### src/rtl/bit_synchronizer.sv
`default_nettype none
// ============================================================================
//  Module   : bit_synchronizer
//  Purpose  : Multi-flop synchroniser that brings a single asynchronous bit
//             into the clk domain. It can be reused for any asynchronous
//             level input.
//  Ports    : clk        - destination clock, rising edge
//             resetPulse - asynchronous active-high reset; loads RESET_VAL
//                          into every stage
//             d          - asynchronous input bit
//             q          - synchronised output (last stage of the chain)
//  Revision : 1.0 - initial release
// ============================================================================
module bit_synchronizer #(
    parameter int   STAGES    = 2,
    parameter logic RESET_VAL = 1'b1
) (
    input  logic clk,
    input  logic resetPulse,
    input  logic d,
    output logic q
);

    logic [STAGES-1:0] sync_chain;

    // Every stage is preset to RESET_VAL so that the output does not show a
    // false transition when reset is released.
    always_ff @(posedge clk or posedge resetPulse) begin
        if (resetPulse) begin
            sync_chain <= {STAGES{RESET_VAL}};
        end else begin
            sync_chain <= {sync_chain[STAGES-2:0], d};
        end
    end

    assign q = sync_chain[STAGES-1];

endmodule
`default_nettype wire

### src/rtl/button_sync_pulse.sv
`default_nettype none
// ============================================================================
//  Module   : button_sync_pulse
//  Purpose  : Converts a raw, bouncing, active-low push-button into a single
//             one-cycle pulse for each debounced press. The input is first
//             synchronised, then debounced, and then the press edge is
//             detected. Releases produce no pulse.
//  Ports    : clk         - system clock, rising edge
//             resetPulse  - asynchronous active-high reset
//             button      - raw button level (0 = pressed, 1 = released)
//             buttonPulse - registered one-cycle pulse per debounced press
//  Revision : 1.0 - initial release
// ============================================================================
module button_sync_pulse #(
    parameter int DEBOUNCE_CYCLES = 240000,
    parameter int SYNC_STAGES     = 2,
    parameter int CNT_W           = $clog2(DEBOUNCE_CYCLES)
) (
    input  logic clk,
    input  logic resetPulse,
    input  logic button,
    output logic buttonPulse
);

    localparam logic [CNT_W-1:0] CNT_MAX = CNT_W'(DEBOUNCE_CYCLES - 1);

    logic             btn_s;
    logic             btn_db;
    logic             btn_db_next;
    logic [CNT_W-1:0] cnt;
    logic [CNT_W-1:0] cnt_next;

    bit_synchronizer #(
        .STAGES    (SYNC_STAGES),
        .RESET_VAL (1'b1)
    ) u_sync (
        .clk        (clk),
        .resetPulse (resetPulse),
        .d          (button),
        .q          (btn_s)
    );

    // The counter only runs while the synchronised level disagrees with the
    // accepted level. Any return to agreement clears it, so a bounce restarts
    // the qualification window. It is cleared on acceptance and never passes
    // CNT_MAX.
    always_comb begin
        btn_db_next = btn_db;
        cnt_next    = '0;
        if (btn_s != btn_db) begin
            if (cnt == CNT_MAX) begin
                btn_db_next = btn_s;
            end else begin
                cnt_next = cnt + CNT_W'(1);
            end
        end
    end

    // The pulse uses the next accepted level, so it is asserted on the same
    // edge on which the accepted level falls from 1 to 0.
    always_ff @(posedge clk or posedge resetPulse) begin
        if (resetPulse) begin
            btn_db      <= 1'b1;
            cnt         <= '0;
            buttonPulse <= 1'b0;
        end else begin
            btn_db      <= btn_db_next;
            cnt         <= cnt_next;
            buttonPulse <= btn_db & ~btn_db_next;
        end
    end

endmodule
`default_nettype wire

### config.mk
export PLATFORM = sky130hd
export DESIGN_NAME = button_sync_pulse
export DESIGN_NICKNAME = d
export VERILOG_FILES = /design/src/rtl/bit_synchronizer.sv /design/src/rtl/button_sync_pulse.sv
export SDC_FILE = /design/constraint.sdc
export NUM_CORES = 1
export LEC_CHECK = 0
export ABC_CLOCK_PERIOD_IN_PS = 2650
export CAP_MARGIN = 10
export CELL_PAD_IN_SITES_DETAIL_PLACEMENT = 0
export CELL_PAD_IN_SITES_GLOBAL_PLACEMENT = 1
export CORE_MARGIN = 2
export CORE_UTILIZATION = 50
export DETAILED_ROUTE_END_ITERATION = 8
export PLACE_DENSITY_LB_ADDON = 0.1
export SYNTH_ARGS = -nofsm -noshare
export SYNTH_HDL_FRONTEND = slang
export SYNTH_SLANG_ARGS = --single-unit
### constraint.sdc
create_clock -name clk -period 2.65 [get_ports clk]
set_input_delay 0.265 -clock clk [delete_from_list [all_inputs] [get_ports clk]]
set_output_delay 0.265 -clock clk [all_outputs]
set_load 0.05 [all_outputs]
==> impl_results.md <==
* Setup Buffers After CTS at 0
* Routability cong. at roughly 0.77
* GRT overflow at 0
* Post-Route WL at about 2000 µm
* Largest family of logic cells by synthesized area: simple AND/OR/NAND/NOR gates
* Max_cap viols at 0
* Fin crit period at between 1.5 and 2 ns
* Post-DP Area at 1140 µm²
* Share of cells above drive strength 1 at a little over an eighth
* Die Height at about 51 µm
* Post-Synth Simple-Gate Area at approximately 30%
* DR iter-0 viols at 26
* Multiplexer share of the synthesized area at 1.03%
* CP peak stage delay at approximately 0.49 ns
* TritonCTS buffer count at 3
* Commonest cells after routing, fill and taps aside: dfrtp_1, nor2_1, nand2_1, xnor2_1, xor2_1
* Share of the synthesized area in the top cell type at 43.6%
* Clock tree buffer depth at 2
* Leading area contributor after synthesis: dfrtp_1
* Slew HR at between 40% and 50%
* CP Max Fanout at 5
* Synthesized area at 1090 µm²
* CTS-repair resized insts at 0
* Post-route setup slack at around 0.85 ns
* Hold crit path type: primary input to register
* Synth Warn # at 0
* Die ar. at ~2600 µm²
* Compound-cell area share of the yosys netlist at 3.78%
* Cells after Synth at a little over 100
* DRC Markers at 0
* Achievable Freq at approximately 560 MHz
* Post-route setup TNS at 0 ns
* Final setup skew at around 0.0031 ns
* Pwr/cell area at approximately 470 nW/µm²
* Fin nets at around 110
* Via count at 754
* Slew Limit Fails at 0
* Critical path required time at 2.88 ns
* Pin count of the biggest net entering global routing at 23
* Clk Latency, worst-skew pair at about 0.3 ns
* XOR/XNOR share of the synthesized area at around 12%
* Area delta synth->final at 8.26%
* Core Box Area at 2000 µm²
* Net Count, Synth at 106
* Worst-path clk slew at approximately 0.12 ns
* Post-layout instance area at around 1200 µm²
* IO buf count at 3
* Vias in the first global route at 757
* Leak pwr at around 0.48 nW
* CP arrival at just over 2 ns
* Detail Placement HPWL at around 1400 µm
* Row count at 16
* Vias per cell at approximately 5.6
* CTS Sinks at 22
* Yosys cell types at 32
* Status: completed
* Crit start category: register
* Synth Register Bits at 22
* Initial antenna violation count at 0
* Hold-fix buffers, CTS at 0
* Final setup viols at 0
* Overall routing resource usage at a little under a fifth
* Die X at 50.7 µm
* CTS tree: done
* Critical path's slowest cell: or4_1
* Synth area leaders: dfrtp_1, dfstp_2, xnor2_1, xor2_1, nor2_1
* CP endpoint kind: register
* Synth Area in Adders at approximately 1.1%
* CP Cell Sequence: ha_1, and4_1, nand2_1, or4_1, a21oi_1
* Fin. Hold Viols at 0
* Most common cell after layout, fill and taps aside: dfrtp_1
* Clock Root Buffer: clkbuf_4
* RSZ-0062 raised after global routing: no
* Ant. Diodes at 0
* Sequential element share of the synthesized area at between 50% and 60%
* First-pass GRT wire length at ~3600 µm
* Tcrit/Tclk final at 67.9%
* Peak VDD IR at about 0.32 mV
* H-tree Lvls at 1
* Initial Util at a little over half
* Routed Antenna Nets at 0
* I/O pin total at 4
* Routed len/inst at roughly 15 µm
* Pre-CTS setup slack at 0.883 ns
* Measured slew at the worst slew-check pin at 0.823 ns
* WS Path Type: register to register
* Pre-antenna DRT Iters at 4
* Syn Area/Cell at between 10 and 15 µm²
==> cell type report <==
cell class | instances | area, µm²
Clock buffer | 4 | 36.3
Fill cell | 188 | 821
Inverter | 1 | 3.75
Multi-Input combinational cell | 77 | 523
Sequential cell | 22 | 554
Tap cell | 27 | 33.8
Timing Repair Buffer | 3 | 30.0
==> state kept, by name, summed over array words and instances (netlist names) <==
register	flops
btn_db	1
cnt	18
buttonPulse	1
u_sync.sync_chain	2
==> critical path, delay by kind of cell (launching register included) <==
kind                       cells  cell delay (ns)
DFF                            1             0.43
AOI/OAI and AO/OA              1             0.15
adders and majority gates      1             0.28
and+or+nand+nor                3             0.86
==> Yosys cell counts <==
cell,n
o21ai_1,1
o31ai_1,1
nor4_1,3
xnor2_1,8
mux2_2,1
inv_1,1
nand3_4,1
nor2_1,16
and4_4,1
nand4_1,4
a31o_2,1
nor3_4,1
or3_1,1
xor2_1,7
and4_1,2
buf_2,1
o21ai_0,1
nor4b_1,1
nor3b_1,2
or4b_1,1
ha_1,1
nand2_1,8
or4_1,2
nand4_4,1
dfrtp_1,19
nand4bb_1,1
a21oi_1,3
nor2_2,1
dfstp_2,3
clkbuf_2,1
nand3_1,6
and3_1,1
==> logic make-up after synthesis <==
family,count (synthesis)
flip-flops,22
AND/OR/NAND/NOR,53
XOR/XNOR,15
adder cells (fa/ha/maj),1
AO/OA/AOI/OAI,7
buffers and inverters,3
multiplexers,1
==> worst paths after layout <==
| path | from | cells past startpoint | slack, ns | end |
|---|---|---|---|---|
| min in group asynchronous | resetPulse | 2 | 0.41 | cnt[9] |
| worst max-delay path | cnt[0] | 5 | 0.85 | cnt[16] |
| max in group asynchronous | resetPulse | 2 | 1.73 | cnt[13] |
| worst max register to register | cnt[0] | 5 | 0.85 | cnt[16] |
| worst min register to register | u_sync.sync_chain[0] | 0 | 0.37 | u_sync.sync_chain[1] |
| worst min-delay path | button | 1 | 0.35 | u_sync.sync_chain[0] |
==> per-stage QoR <==
stage                     util, %  total power (W)  instances  hold WS, ns
after floorplan                 -         0.000370        102        0.252
after global placement       57.2         0.000377        130        0.345
after detailed placement     57.2         0.000379        130        0.357
after CTS                    59.0         0.000561        134        0.343
after global routing         59.0         0.000574        134        0.341
final                        59.0         0.000553        134        0.352
==> report_power, final <==
| part | internal (W) | total [W] | switching (W) | leakage, nW |
|---|---|---|---|---|
| clock | 0.0000838 | 0.000181 | 0.0000977 | 0.0210 |
| combinational | 0.00000781 | 0.0000224 | 0.0000146 | 0.161 |
| sequential | 0.000342 | 0.000349 | 0.00000688 | 0.294 |
==> layer usage <==
| layer | global-route usage [%] | vias to the layer above | wire (µm) | part of all wire, % |
|---|---|---|---|---|
| met5 | 0 | - | 0 | 0 |
| met4 | 8.11 | 0 | 28 | 1.4 |
| met3 | 3.57 | 4 | 59 | 3.0 |
| met2 | 27.0 | 17 | 895 | 45 |
| met1 | 28.5 | 358 | 1010 | 51 |
| li1 | - | 375 | - | - |
Power figures use the tool's default switching activity.
